==> config.mk <==
export PLATFORM = sky130hd
export DESIGN_NAME = if_fetch_unit_flat
export DESIGN_NICKNAME = d
export VERILOG_FILES = /design/src/rtl/if_fetch_unit_pkg.sv /design/src/rtl/if_fetch_unit_if.sv /design/src/rtl/if_fetch_unit_if_id_reg.sv /design/src/rtl/if_fetch_unit.sv /design/src/flat_wrapper.sv
export SDC_FILE = /design/constraint.sdc
export NUM_CORES = 1
export LEC_CHECK = 0
export CAP_MARGIN = 15
export CORE_MARGIN = 5
export CORE_UTILIZATION = 52
export DETAILED_ROUTE_END_ITERATION = 8
export PLACE_DENSITY = 0.86
export SLEW_MARGIN = 20
export SYNTH_ARGS = -nofsm -noshare
export SYNTH_HDL_FRONTEND = slang
export SYNTH_SLANG_ARGS = --single-unit
==> constraint.sdc <==
create_clock -name clk -period 8 [get_ports clk]
set_input_delay 1.2 -clock clk [delete_from_list [all_inputs] [get_ports clk]]
set_output_delay 1.2 -clock clk [all_outputs]
set_load 0.05 [all_outputs]
==> src/rtl/if_fetch_unit_pkg.sv <==
// Shared definitions for the instruction-fetch stage: FSM encodings and defaults.
package if_fetch_unit_pkg;

  localparam int unsigned ADDR_W_DEF   = 32;
  localparam logic [31:0] NOP_INST_DEF = 32'h0000_0000;

  typedef enum logic [2:0] {
    IF_IDLE = 3'd0,
    IF_REQ  = 3'd1,
    IF_WAIT = 3'd2,
    IF_HOLD = 3'd3,
    IF_DROP = 3'd4
  } if_state_e;

endpackage

==> src/rtl/if_fetch_unit_if.sv <==
// Instruction-memory request/response channel; master is the fetch unit.
interface if_fetch_unit_if
  import if_fetch_unit_pkg::*;
#(
  parameter int unsigned ADDR_W = ADDR_W_DEF
);
  logic              req_valid;
  logic              req_ready;
  logic [ADDR_W-1:0] req_addr;
  logic              resp_valid;
  logic [31:0]       resp_data;

  modport master (
    output req_valid, req_addr,
    input  req_ready, resp_valid, resp_data
  );

  modport slave (
    input  req_valid, req_addr,
    output req_ready, resp_valid, resp_data
  );
endinterface

==> src/rtl/if_fetch_unit_if_id_reg.sv <==
// IF/ID pipeline register: flush beats stall, stall beats load, otherwise a bubble.
module if_id_reg
  import if_fetch_unit_pkg::*;
#(
  parameter int unsigned ADDR_W   = ADDR_W_DEF,
  parameter logic [31:0] NOP_INST = NOP_INST_DEF
) (
  input  logic              clk,
  input  logic              rst,
  input  logic              flush_i,
  input  logic              stall_i,
  input  logic              load_i,
  input  logic [31:0]       inst_i,
  input  logic [ADDR_W-1:0] pc_i,
  output logic              valid_o,
  output logic [31:0]       inst_o,
  output logic [ADDR_W-1:0] pc_o
);

  logic              valid_q;
  logic [31:0]       inst_q;
  logic [ADDR_W-1:0] pc_q;

  always_ff @(posedge clk or posedge rst) begin
    if (rst) begin
      valid_q <= 1'b0;
      inst_q  <= NOP_INST;
      pc_q    <= '0;
    end else if (flush_i) begin
      valid_q <= 1'b0;
      inst_q  <= NOP_INST;
    end else if (!stall_i) begin
      if (load_i) begin
        valid_q <= 1'b1;
        inst_q  <= inst_i;
        pc_q    <= pc_i;
      end else begin
        valid_q <= 1'b0;
        inst_q  <= NOP_INST;
      end
    end
  end

  assign valid_o = valid_q;
  assign inst_o  = inst_q;
  assign pc_o    = pc_q;

endmodule

==> src/rtl/if_fetch_unit.sv <==
// Instruction-fetch controller: one outstanding imem request per PC, delivering into IF/ID.
//  state   | meaning
//  IF_IDLE | latch pc, raise request next cycle
//  IF_REQ  | request valid, waiting for ready
//  IF_WAIT | accepted, waiting for the response
//  IF_HOLD | response parked in the hold buffer while ID is stalled
//  IF_DROP | accepted but killed by a flush; swallow the response
module if_fetch_unit
  import if_fetch_unit_pkg::*;
#(
  parameter int unsigned ADDR_W   = ADDR_W_DEF,
  parameter logic [31:0] NOP_INST = NOP_INST_DEF
) (
  input  logic                   clk,
  input  logic                   rst,
  input  logic [ADDR_W-1:0]      pc_i,
  input  logic                   id_stall_i,
  input  logic                   flush_i,
  if_fetch_unit_if.master        imem,
  output logic                   fetch_stall_o,
  output logic                   if_id_valid_o,
  output logic [31:0]            if_id_inst_o,
  output logic [ADDR_W-1:0]      if_id_pc_o
);

  if_state_e         state_q;
  logic              req_valid_q;
  logic [ADDR_W-1:0] req_addr_q;
  logic              kill_q;
  logic [31:0]       hold_data_q;

  logic              deliver;
  logic [31:0]       load_inst;

  assign deliver = !flush_i && !id_stall_i &&
                   ((state_q == IF_WAIT && imem.resp_valid) || state_q == IF_HOLD);
  assign load_inst     = (state_q == IF_HOLD) ? hold_data_q : imem.resp_data;
  assign fetch_stall_o = !deliver;

  // A flush in IDLE still issues the latched (stale) pc, but marks it killed.
  always_ff @(posedge clk or posedge rst) begin
    if (rst) begin
      state_q     <= IF_IDLE;
      req_valid_q <= 1'b0;
      req_addr_q  <= '0;
      kill_q      <= 1'b0;
      hold_data_q <= NOP_INST;
    end else begin
      case (state_q)
        IF_IDLE: begin
          state_q     <= IF_REQ;
          req_valid_q <= 1'b1;
          req_addr_q  <= pc_i;
          kill_q      <= flush_i;
        end
        IF_REQ: begin
          if (imem.req_ready) begin
            req_valid_q <= 1'b0;
            kill_q      <= 1'b0;
            state_q     <= (kill_q || flush_i) ? IF_DROP : IF_WAIT;
          end else begin
            kill_q <= kill_q || flush_i;
          end
        end
        IF_WAIT: begin
          if (flush_i) begin
            state_q <= imem.resp_valid ? IF_IDLE : IF_DROP;
          end else if (imem.resp_valid) begin
            if (id_stall_i) begin
              hold_data_q <= imem.resp_data;
              state_q     <= IF_HOLD;
            end else begin
              state_q <= IF_IDLE;
            end
          end
        end
        IF_HOLD: begin
          if (flush_i || !id_stall_i) begin
            hold_data_q <= NOP_INST;
            state_q     <= IF_IDLE;
          end
        end
        IF_DROP: begin
          if (imem.resp_valid) state_q <= IF_IDLE;
        end
        default: state_q <= IF_IDLE;
      endcase
    end
  end

  assign imem.req_valid = req_valid_q;
  assign imem.req_addr  = req_addr_q;

  if_id_reg #(
    .ADDR_W   (ADDR_W),
    .NOP_INST (NOP_INST)
  ) u_if_id_reg (
    .clk     (clk),
    .rst     (rst),
    .flush_i (flush_i),
    .stall_i (id_stall_i),
    .load_i  (deliver),
    .inst_i  (load_inst),
    .pc_i    (req_addr_q),
    .valid_o (if_id_valid_o),
    .inst_o  (if_id_inst_o),
    .pc_o    (if_id_pc_o)
  );

endmodule

==> src/flat_wrapper.sv <==
// flat-port wrapper written by rule: the top's interface ports become plain ports
module if_fetch_unit_flat import if_fetch_unit_pkg::*;
#(
  parameter int unsigned ADDR_W   = ADDR_W_DEF,
  parameter logic [31:0] NOP_INST = NOP_INST_DEF
)
  (clk, rst, pc_i, id_stall_i, flush_i, fetch_stall_o, if_id_valid_o, if_id_inst_o, if_id_pc_o, imem_req_valid, imem_req_addr, imem_req_ready, imem_resp_valid, imem_resp_data);
  if_fetch_unit_if #(.ADDR_W(ADDR_W)) imem_i ();
  input  logic clk;
  input  logic rst;
  input  logic [ADDR_W-1:0] pc_i;
  input  logic id_stall_i;
  input  logic flush_i;
  output logic fetch_stall_o;
  output logic if_id_valid_o;
  output logic [31:0] if_id_inst_o;
  output logic [ADDR_W-1:0] if_id_pc_o;
  output wire logic [$bits(imem_i.req_valid)-1:0] imem_req_valid;
  output wire logic [$bits(imem_i.req_addr)-1:0] imem_req_addr;
  input wire logic [$bits(imem_i.req_ready)-1:0] imem_req_ready;
  input wire logic [$bits(imem_i.resp_valid)-1:0] imem_resp_valid;
  input wire logic [$bits(imem_i.resp_data)-1:0] imem_resp_data;
  assign imem_req_valid = imem_i.req_valid;
  assign imem_req_addr = imem_i.req_addr;
  assign imem_i.req_ready = imem_req_ready;
  assign imem_i.resp_valid = imem_resp_valid;
  assign imem_i.resp_data = imem_resp_data;
  if_fetch_unit #(.ADDR_W(ADDR_W), .NOP_INST(NOP_INST)) u_core (.clk(clk), .rst(rst), .pc_i(pc_i), .id_stall_i(id_stall_i), .flush_i(flush_i), .imem(imem_i), .fetch_stall_o(fetch_stall_o), .if_id_valid_o(if_id_valid_o), .if_id_inst_o(if_id_inst_o), .if_id_pc_o(if_id_pc_o));
endmodule
==> results of run 1 <==
==> layer usage <==
| layer | GRT usage (%) | vias up | wire length [µm] |
|---|---|---|---|
| met5 | 0 | - | 0 |
| met4 | 7.17 | 0 | 260 |
| met3 | 11.7 | 25 | 1690 |
| met2 | 37.4 | 193 | 7810 |
| met1 | 27.2 | 2281 | 6380 |
| li1 | - | 2110 | - |
==> per-stage QoR <==
| step | setup slack (ns) | power (mW) | area (µm²) |
|---|---|---|---|
| 2_1_floorplan | 3.22 | 2.09 | 6100 |
| 3_3_place_gp | 3.41 | 2.52 | 7810 |
| 3_5_place_dp | 3.34 | 2.57 | 7810 |
| 4_1_cts | 3.31 | 3.42 | 8440 |
| 5_1_grt | 3.17 | 3.55 | 8440 |
| 6_report | 3.29 | 3.40 | 8440 |
==> worst reg2reg max path, delay by kind of cell, from the launching register on <==
kind,cells,cell delay (ns)
multiplexers,1,0.40
buffers and inverters,1,0.48
AND/OR/NAND/NOR,2,1.14
flip-flops,1,1.01
==> cells by family (layout without fill, tap and decap cells) <==
kind of cell           count (synthesis)  after routing  share of synthesized area, %
and+or+nand+nor                      118            118                          10.5
AOI/OAI and AO/OA                    104            104                          11.8
buffers and inverters                 51            213                          4.02
DFF                                  134            134                          55.0
muxes                                 96             96                          18.7
==> synth_stat cells (all sizes together), types with 2 or more instances <==
library cell,n
a221oi,3
nand3b,32
o211ai,29
inv,6
nor2b,5
nand2,66
a21oi,3
buf,15
mux2i,32
mux2,64
o21ai,37
a2bb2oi,28
or3,2
and4b,3
clkbuf,30
nand2b,2
dfrtp,134
nor3,3
nor2,3
==> flip-flops by register name, indices dropped and copies added, names as in the netlist <==
signal	flops
u_core.hold_data_q	32
u_core.u_if_id_reg.pc_o	32
u_core.u_if_id_reg.valid_o	1
u_core.kill_q	1
u_core.imem.req_addr	32
u_core.imem.req_valid	1
u_core.state_q	3
u_core.u_if_id_reg.inst_o	32
==> power breakdown <==
| group | internal (mW) | switching (mW) | leakage (nW) | total, mW |
|---|---|---|---|---|
| clock network | 0.523 | 0.305 | 0.304 | 0.828 |
| logic | 0.615 | 0.882 | 1.77 | 1.50 |
| registers | 0.885 | 0.192 | 1.61 | 1.08 |
| total | 2.02 | 1.38 | 3.68 | 3.40 |
==> path summary, 6_finish.rpt <==
check / start / cells after the start / endpoint / slack, ns
setup / recovery: u_core.state_q[2] / 3 / fetch_stall_o / 3.29
hold / removal: u_core.u_if_id_reg.inst_o[4] / 2 / u_core.u_if_id_reg.inst_o[4] / 0.47
setup reg to reg: u_core.state_q[2] / 4 / u_core.u_if_id_reg.pc_o[25] / 4.87
hold reg to reg: u_core.u_if_id_reg.inst_o[4] / 2 / u_core.u_if_id_reg.inst_o[4] / 0.47
max in group asynchronous: rst / 3 / u_core.u_if_id_reg.inst_o[2] / 5.32
min in group asynchronous: rst / 2 / u_core.u_if_id_reg.pc_o[30] / 1.29
==> cell type report <==
cell class	instances	area [µm²]	area share, %
clock inverters	15	203	2.40
well taps	143	179	2.12
multi-input cells	318	2520	29.8
inverters	6	25.0	0.297
flip-flops and latches	134	3350	39.7
clock buffers	17	425	5.04
repair buffers	175	1730	20.6
==> flow_summary.yaml, run 1 <==
layout:
  final_util_pct: 73.6
  fill_cells: 734
  num_antenna_cells: 0
  nets: 722
  fin_cells: 808
  final_cell_mix: "clkdlybuf4s50_1 (168), dfrtp_1 (134), nand2_1 (66), mux2_2 (38), o21ai_0 (37)"
  final_common_cell: "clkdlybuf4s50_1"
  syn_to_final_growth_pct: 38.4
  drive_above_1_share_pct: 16.4
setup_path:
  worstSetupStartpointType: "register"
  worst-setup-path-type: "reg2out"
  cp.arrival_ns: 3.51
  cp_slowest_cell: "dfrtp_1"
  end_kind: "output port"
  cp_max_fo: 36
  worstPathRequired_ns: 6.80
  crit_path_max_incr_delay_ns: 1.01
  critPathBufInv: 1
  path_delay_family: "simple AND/OR/NAND/NOR gates"
  crit_chain: "nand2b_4 > or3_4 > clkdlybuf4s50_1"
grt:
  first_global_vias: 4870
  grtUsageTotal_pct: 23.2
  antenna_found_initial: 0
  overflow: 0
  grt_max_degree: 69
  grt_pass1_wl_um: 26000
sta:
  setup_violations: 0
  relSlewSlack_pct: 32.7
  worst_slew_pin_slew_ns: 1.01
  drv_slew: 0
  finalWorstPathRequiredPeriod_ns: 4.71
  tns_ns: 0
  post-route-period-util_pct: 58.9
  max_freq_mhz: 212
  rsz0062_at_grt: "no"
  holdWs_ns: 0.474
  fin_skew_ns: 0.0121
  final-hold-violation-count: 0
synthesis:
  async_flop_share_pct: 100
  yosys_most_used_dff: "dfrtp_1"
  synthTopCellsByArea: "dfrtp_1 (55%), mux2_2 (7.0%), mux2_4 (6.4%), mux2i_1 (5.3%), nand2_1 (4.1%)"
  synth.net_count: 573
  synth_top_area_share_pct: 55.0
  synth.avg_cell_area_um2: 12.1
  syn_inst: 503
  yosysSeqAreaShare_pct: 55.0
  syn_area_mm2: 0.00610
  ys_seq_elements: 134
  synth_cell_type_count: 31
  synth_edf_count: 0
  netlist.top_cell.by_area: "dfrtp_1"
  ys.warnings.count: 0
clock_network:
  postCtsHoldBufs: 0
  clock_latency_ns: 0.43
  cts_max_level: 4
  cts_sinks: 134
  postCtsSetupBuffers: 0
  tritoncts: "built"
  cts-buffers-inserted: 17
  clock-root-buffer: "clkbuf_16"
  clock_path_buffers: 2
  ctsResizeCount: 0
  clk_transition_reported_paths_ns: 0.06
routing:
  post_drt_wl_per_cell_um: 20.0
  dr.first_iter.drc_count: 304
  vias: 4609
  drtAntennaViolNets: 0
  drc_errors: 0
  first_pass_iters: 4
  viasPerCell: 5.70
  routed_wl_um: 16100
hold_path:
  hold_class: "reg2reg"
pwr:
  cellLeakagePower_nw: 3.68
  p_per_area_mw_per_mm2: 403
  ir_worst_vdd_v: 0.000407
floorplan:
  fp.dieH_um: 118
  dieArea_mm2: 0.0140
  fp.dieW_um: 118
  placeableCoreArea_mm2: 0.0115
  io_pins: 169
  rows: 39
  start_util_pct: 53.2
place:
  globalplace.congestion: 0.856
  dp.final_hpwl_um: 10200
  dp_cells: 776
  port_buffers: 168
job:
  drv_cap: 0
outcome:
  status: "finished clean"
No activity file was read; power rests on OpenSTA's default activity.
==> run 2, diff against run 1 <==
CORE_UTILIZATION = 44   (was 52)
PLACE_DENSITY = 0.77   (was 0.86)
clock period = 3.8 ns   (was 8 ns; I/O delays follow)
==> run 2 against run 1 <==
Compared with the run above:
- wire length down 6.2%
- clock-buffer cell count rose by 2
- register-to-register slack got worse by 3.3 ns
- via count fell by 1.9%
- first-iteration DRC count up 28%
- final cell count grew 5.2%
- sequential power increased by 100%
- critical path depth is the same
- largest power group unchanged
- highest routed layer unchanged
==> flow_summary.yaml, run 2 (synthesis results as in run 1) <==
outcome:
  status: "finished clean"
routing:
  routed_wl_um: 15200
  dr.first_iter.drc_count: 389
  vias: 4520
  drtAntennaViolNets: 0
  first_pass_iters: 4
  viasPerCell: 5.32
  drc_errors: 0
  post_drt_wl_per_cell_um: 17.8
setup_path:
  crit_chain: "clkdlybuf4s50_1 > or3_4 > buf_4"
  end_kind: "output port"
  worst-setup-path-type: "in2out"
  crit_path_max_incr_delay_ns: 0.69
  worstPathRequired_ns: 3.23
  worstSetupStartpointType: "input pin"
  cp_max_fo: 36
  cp_slowest_cell: "or3_4"
  cp.arrival_ns: 2.19
sta:
  finalWorstPathRequiredPeriod_ns: 2.76
  worst_slew_pin_slew_ns: 0.906
  post-route-period-util_pct: 72.6
  setup_violations: 0
  tns_ns: 0
  rsz0062_at_grt: "no"
  fin_skew_ns: 0.00527
  final-hold-violation-count: 0
  max_freq_mhz: 362
  timing.final.ws_setup_ns: 1.04
  relSlewSlack_pct: 39.5
  drv_slew: 0
clock_network:
  clk_transition_reported_paths_ns: 0.06
  clock-root-buffer: "clkbuf_16"
  ctsResizeCount: 0
  tritoncts: "built"
  clock_latency_ns: 0.42
  clock_path_buffers: 2
  cts_max_level: 4
  cts_sinks: 134
  postCtsSetupBuffers: 0
  postCtsHoldBufs: 0
  cts-buffers-inserted: 17
place:
  pre_cts_slack_ns: 0.938
  dp.final_hpwl_um: 10300
  placed_area_mm2: 0.00791
  globalplace.congestion: 0.720
  port_buffers: 168
floorplan:
  fp.dieH_um: 128
  io_pins: 169
  placeableCoreArea_mm2: 0.0137
  dieArea_mm2: 0.0163
  fp.dieW_um: 128
  rows: 43
  start_util_pct: 44.4
layout:
  final_area_mm2: 0.00852
  syn_to_final_growth_pct: 39.7
  final_cell_mix: "clkdlybuf4s50_1 (167), dfrtp_1 (134), nand2_1 (66), mux2_2 (38), o21ai_0 (37)"
  drive_above_1_share_pct: 16.9
  final_util_pct: 62.1
  nets: 727
  num_antenna_cells: 0
  final_common_cell: "clkdlybuf4s50_1"
grt:
  first_global_vias: 4739
  grt_pass1_wl_um: 24600
  grt_max_degree: 53
  overflow: 0
  antenna_found_initial: 0
  grtUsageTotal_pct: 19.1
pwr:
  p_per_area_mw_per_mm2: 822
  ir_worst_vdd_v: 0.000630
  total_power_mw: 7.00
  cellLeakagePower_nw: 3.70
hold_path:
  hold_class: "in2async"
job:
  drv_cap: 0
==> run 2: cell count changes in the layout (fill, tap and decap cells not counted), sizes merged <==
cell,change
clkbuf,+2
clkinv,+1
clkdlybuf4s50,-1
bufinv,-1
buf,+6
clkinvlp,+1
inv,-3
==> run 2: worst max-delay path: cells and delay by family <==
kind	cells	cell delay, ns
buffers and inverters	2	0.91
and+or+nand+nor	1	0.69
==> run 2: worst paths after layout <==
check | slack [ns] | endpoint | startpoint | cells after the start
hold / removal | 0.48 | u_core.u_if_id_reg.inst_o[17] | rst | 2
setup reg to reg | 1.54 | u_core.u_if_id_reg.pc_o[14] | u_core.state_q[0] | 4
max in group asynchronous | 2.52 | u_core.u_if_id_reg.pc_o[11] | rst | 4
min in group clk | 0.48 | u_core.u_if_id_reg.inst_o[28] | u_core.u_if_id_reg.inst_o[28] | 2
setup / recovery | 1.04 | fetch_stall_o | flush_i | 3
hold reg to reg | 0.48 | u_core.u_if_id_reg.inst_o[28] | u_core.u_if_id_reg.inst_o[28] | 2
==> run 2: metrics by stage <==
stage / hold slack (ns) / cells
final: 0.481 / 850
after global routing: 0.492 / 850
after CTS: 0.485 / 849
after detailed placement: 0.473 / 817
after global placement: 0.461 / 817
after floorplan: 0.482 / 503
==> run 2: cell type report <==
class	instances	area [µm²]
Clock buffer	19	433
Clock inverter	13	156
Fill cell	1075	5200
Inverter	6	26.3
Multi-Input combinational cell	318	2520
Sequential cell	134	3350
Tap cell	180	225
Timing Repair Buffer	180	1810
==> run 2: routing by layer <==
metal / vias to the layer above / track usage (%) / wire (µm)
met1: 2245 / 23.6 / 6260
met4: 0 / 6.74 / 297
met5: - / 0 / 0
met2: 127 / 31.2 / 7500
met3: 23 / 6.63 / 1100
li1: 2125 / - / -
==> run 2: where the power goes <==
part           internal, mW  switching, mW  total, mW
Combinational          1.30           1.86       3.16
Clock                  1.03          0.605       1.63
Sequential             1.86          0.346       2.21
==> run 3, diff against run 2 <==
CORE_UTILIZATION = 48   (was 44)
PLACE_DENSITY = 0.8   (was 0.77)
clock period = 2.9 ns   (was 3.8 ns; I/O delays follow)
==> run 3 against run 2 <==
Compared with the run above:
- sequential power grew 31%
- via count grew 1.6%
- sequential share of layout area shrank 0.42 points
- combinational power grew 33%
- utilization grew 6.7 points
- critical path depth is the same
- register-to-register slack lost 0.80 ns
- design area grew 1.1%
- final cell count shrank 0.71%
- die area shrank 7.7%
- critical endpoint unchanged
- largest cell class unchanged
==> flow_summary.yaml, run 3 (synthesis results as in run 1) <==
sta:
  tns_ns: 0
  relSlewSlack_pct: 34.4
  post-route-period-util_pct: 88.3
  worst_slew_pin_slew_ns: 0.983
  fin_skew_ns: 0.00854
  final-hold-violation-count: 0
  setup_violations: 0
  max_freq_mhz: 390
  rsz0062_at_grt: "no"
  drv_slew: 0
  timing.final.ws_setup_ns: 0.339
  finalWorstPathRequiredPeriod_ns: 2.56
setup_path:
  worst-setup-path-type: "reg2out"
  cp.arrival_ns: 2.13
  worstSetupStartpointType: "register"
  r2r_cells: 4
  cp_max_fo: 24
  r2r_slack_ns: 0.74
  worstPathRequired_ns: 2.47
  worst_r2r_startpoint: "u_core.state_q[0]"
  crit_path_end: "fetch_stall_o"
  r2r_end: "u_core.u_if_id_reg.pc_o[24]"
  critPathLaunch: "u_core.state_q[0]"
  end_kind: "output port"
routing:
  vias: 4592
  viasPerCell: 5.44
  dr.first_iter.drc_count: 330
  drc_errors: 0
  drtAntennaViolNets: 0
  routed_wl_um: 15400
  post_drt_wl_per_cell_um: 18.2
  first_pass_iters: 5
clock_network:
  clock_path_buffers: 2
  cts-buffers-inserted: 17
  postCtsSetupBuffers: 0
  ctsResizeCount: 0
  postCtsHoldBufs: 0
  clk_transition_reported_paths_ns: 0.06
  cts_sinks: 134
  clock_latency_ns: 0.41
  tritoncts: "built"
  cts_max_level: 4
  clock-root-buffer: "clkbuf_16"
floorplan:
  io_pins: 169
  fp.dieH_um: 123
  start_util_pct: 48.7
  fp.dieW_um: 123
  dieArea_mm2: 0.0151
  rows: 41
  placeableCoreArea_mm2: 0.0125
pwr:
  ir_worst_vdd_v: 0.000782
  p_per_area_mw_per_mm2: 1100
  cellLeakagePower_nw: 3.75
  total_power_mw: 9.51
grt:
  overflow: 0
  first_global_vias: 5023
  grt_max_degree: 59
  grt_pass1_wl_um: 25400
  antenna_found_initial: 1
  grtUsageTotal_pct: 21.4
layout:
  num_antenna_cells: 0
  final_common_cell: "clkdlybuf4s50_1"
  final_area_mm2: 0.00861
  syn_to_final_growth_pct: 41.2
  drive_above_1_share_pct: 17.4
  fill_cells: 942
  ff_latch_area_mm2: 0.00335
  final_cell_mix: "clkdlybuf4s50_1 (167), dfrtp_1 (134), nand2_1 (66), mux2_2 (38), o21ai_0 (37)"
  nets: 729
  multi_input_area_mm2: 0.00252
outcome:
  status: "finished clean"
place:
  placed_area_mm2: 0.00795
  pre_cts_slack_ns: 0.442
  dp.final_hpwl_um: 10300
  port_buffers: 168
  globalplace.congestion: 0.766
hold_path:
  hold_class: "reg2reg"
  whs_path_depth: 2
job:
  drv_cap: 0
-- run 3: cell types whose count changed in the layout (fill, tap and decap cells not counted), sizes merged --
cell      change
clkinv        -6
clkinvlp      -1
buf           +2
inv           +7
clkbuf        -2
bufinv        +2
-- run 3: power by group --
part / leakage, nW / switching (mW) / total (mW) / internal [mW]
registers: 1.61 / 0.460 / 2.90 / 2.44
logic: 1.82 / 2.46 / 4.19 / 1.73
clock network: 0.322 / 0.863 / 2.42 / 1.55
-- run 3: stage by stage --
step,hold WS [ns],std cells,util [%]
3_5_place_dp,0.469,812,63.5
5_1_grt,0.512,844,68.8
2_1_floorplan,0.482,503,-
4_1_cts,0.482,844,68.8
3_3_place_gp,0.461,812,63.5
6_report,0.475,844,68.8
-- run 3: layout make-up --
| class | instances | share of cell area (%) |
|---|---|---|
| clock buffers | 17 | 4.94 |
| clock inverters | 15 | 2.78 |
| inverters | 6 | 0.305 |
| multi-input cells | 318 | 29.2 |
| flip-flops and latches | 134 | 38.9 |
| well taps | 172 | 2.50 |
| repair buffers | 182 | 21.3 |
-- run 3: routing by layer --
layer | part of all wire [%] | vias to the layer above | track usage (%) | routed length (µm)
met1 | 41 | 2278 | 27.4 | 6380
met3 | 11 | 12 | 10.3 | 1730
met2 | 46 | 177 | 32.5 | 7140
met5 | 0.071 | - | 0 | 11
li1 | - | 2123 | - | -
met4 | 0.92 | 2 | 6.09 | 141
-- run 3: worst min-delay path by stage --
stage	from	to
after floorplan	u_core.hold_data_q[0]	u_core.hold_data_q[0]
after global placement	u_core.u_if_id_reg.inst_o[0]	u_core.u_if_id_reg.inst_o[0]
after detailed placement	u_core.u_if_id_reg.inst_o[4]	u_core.u_if_id_reg.inst_o[4]
after CTS	u_core.u_if_id_reg.inst_o[4]	u_core.u_if_id_reg.inst_o[4]
after global routing	rst	u_core.hold_data_q[17]
final	u_core.u_if_id_reg.inst_o[4]	u_core.u_if_id_reg.inst_o[4]
-- run 3: worst max-delay path, stage by stage, from the launching register on --
cell and delay [ns]:
dfrtp_1 0.69, o21bai_1 0.18, or3_4 0.56, buf_4 0.28
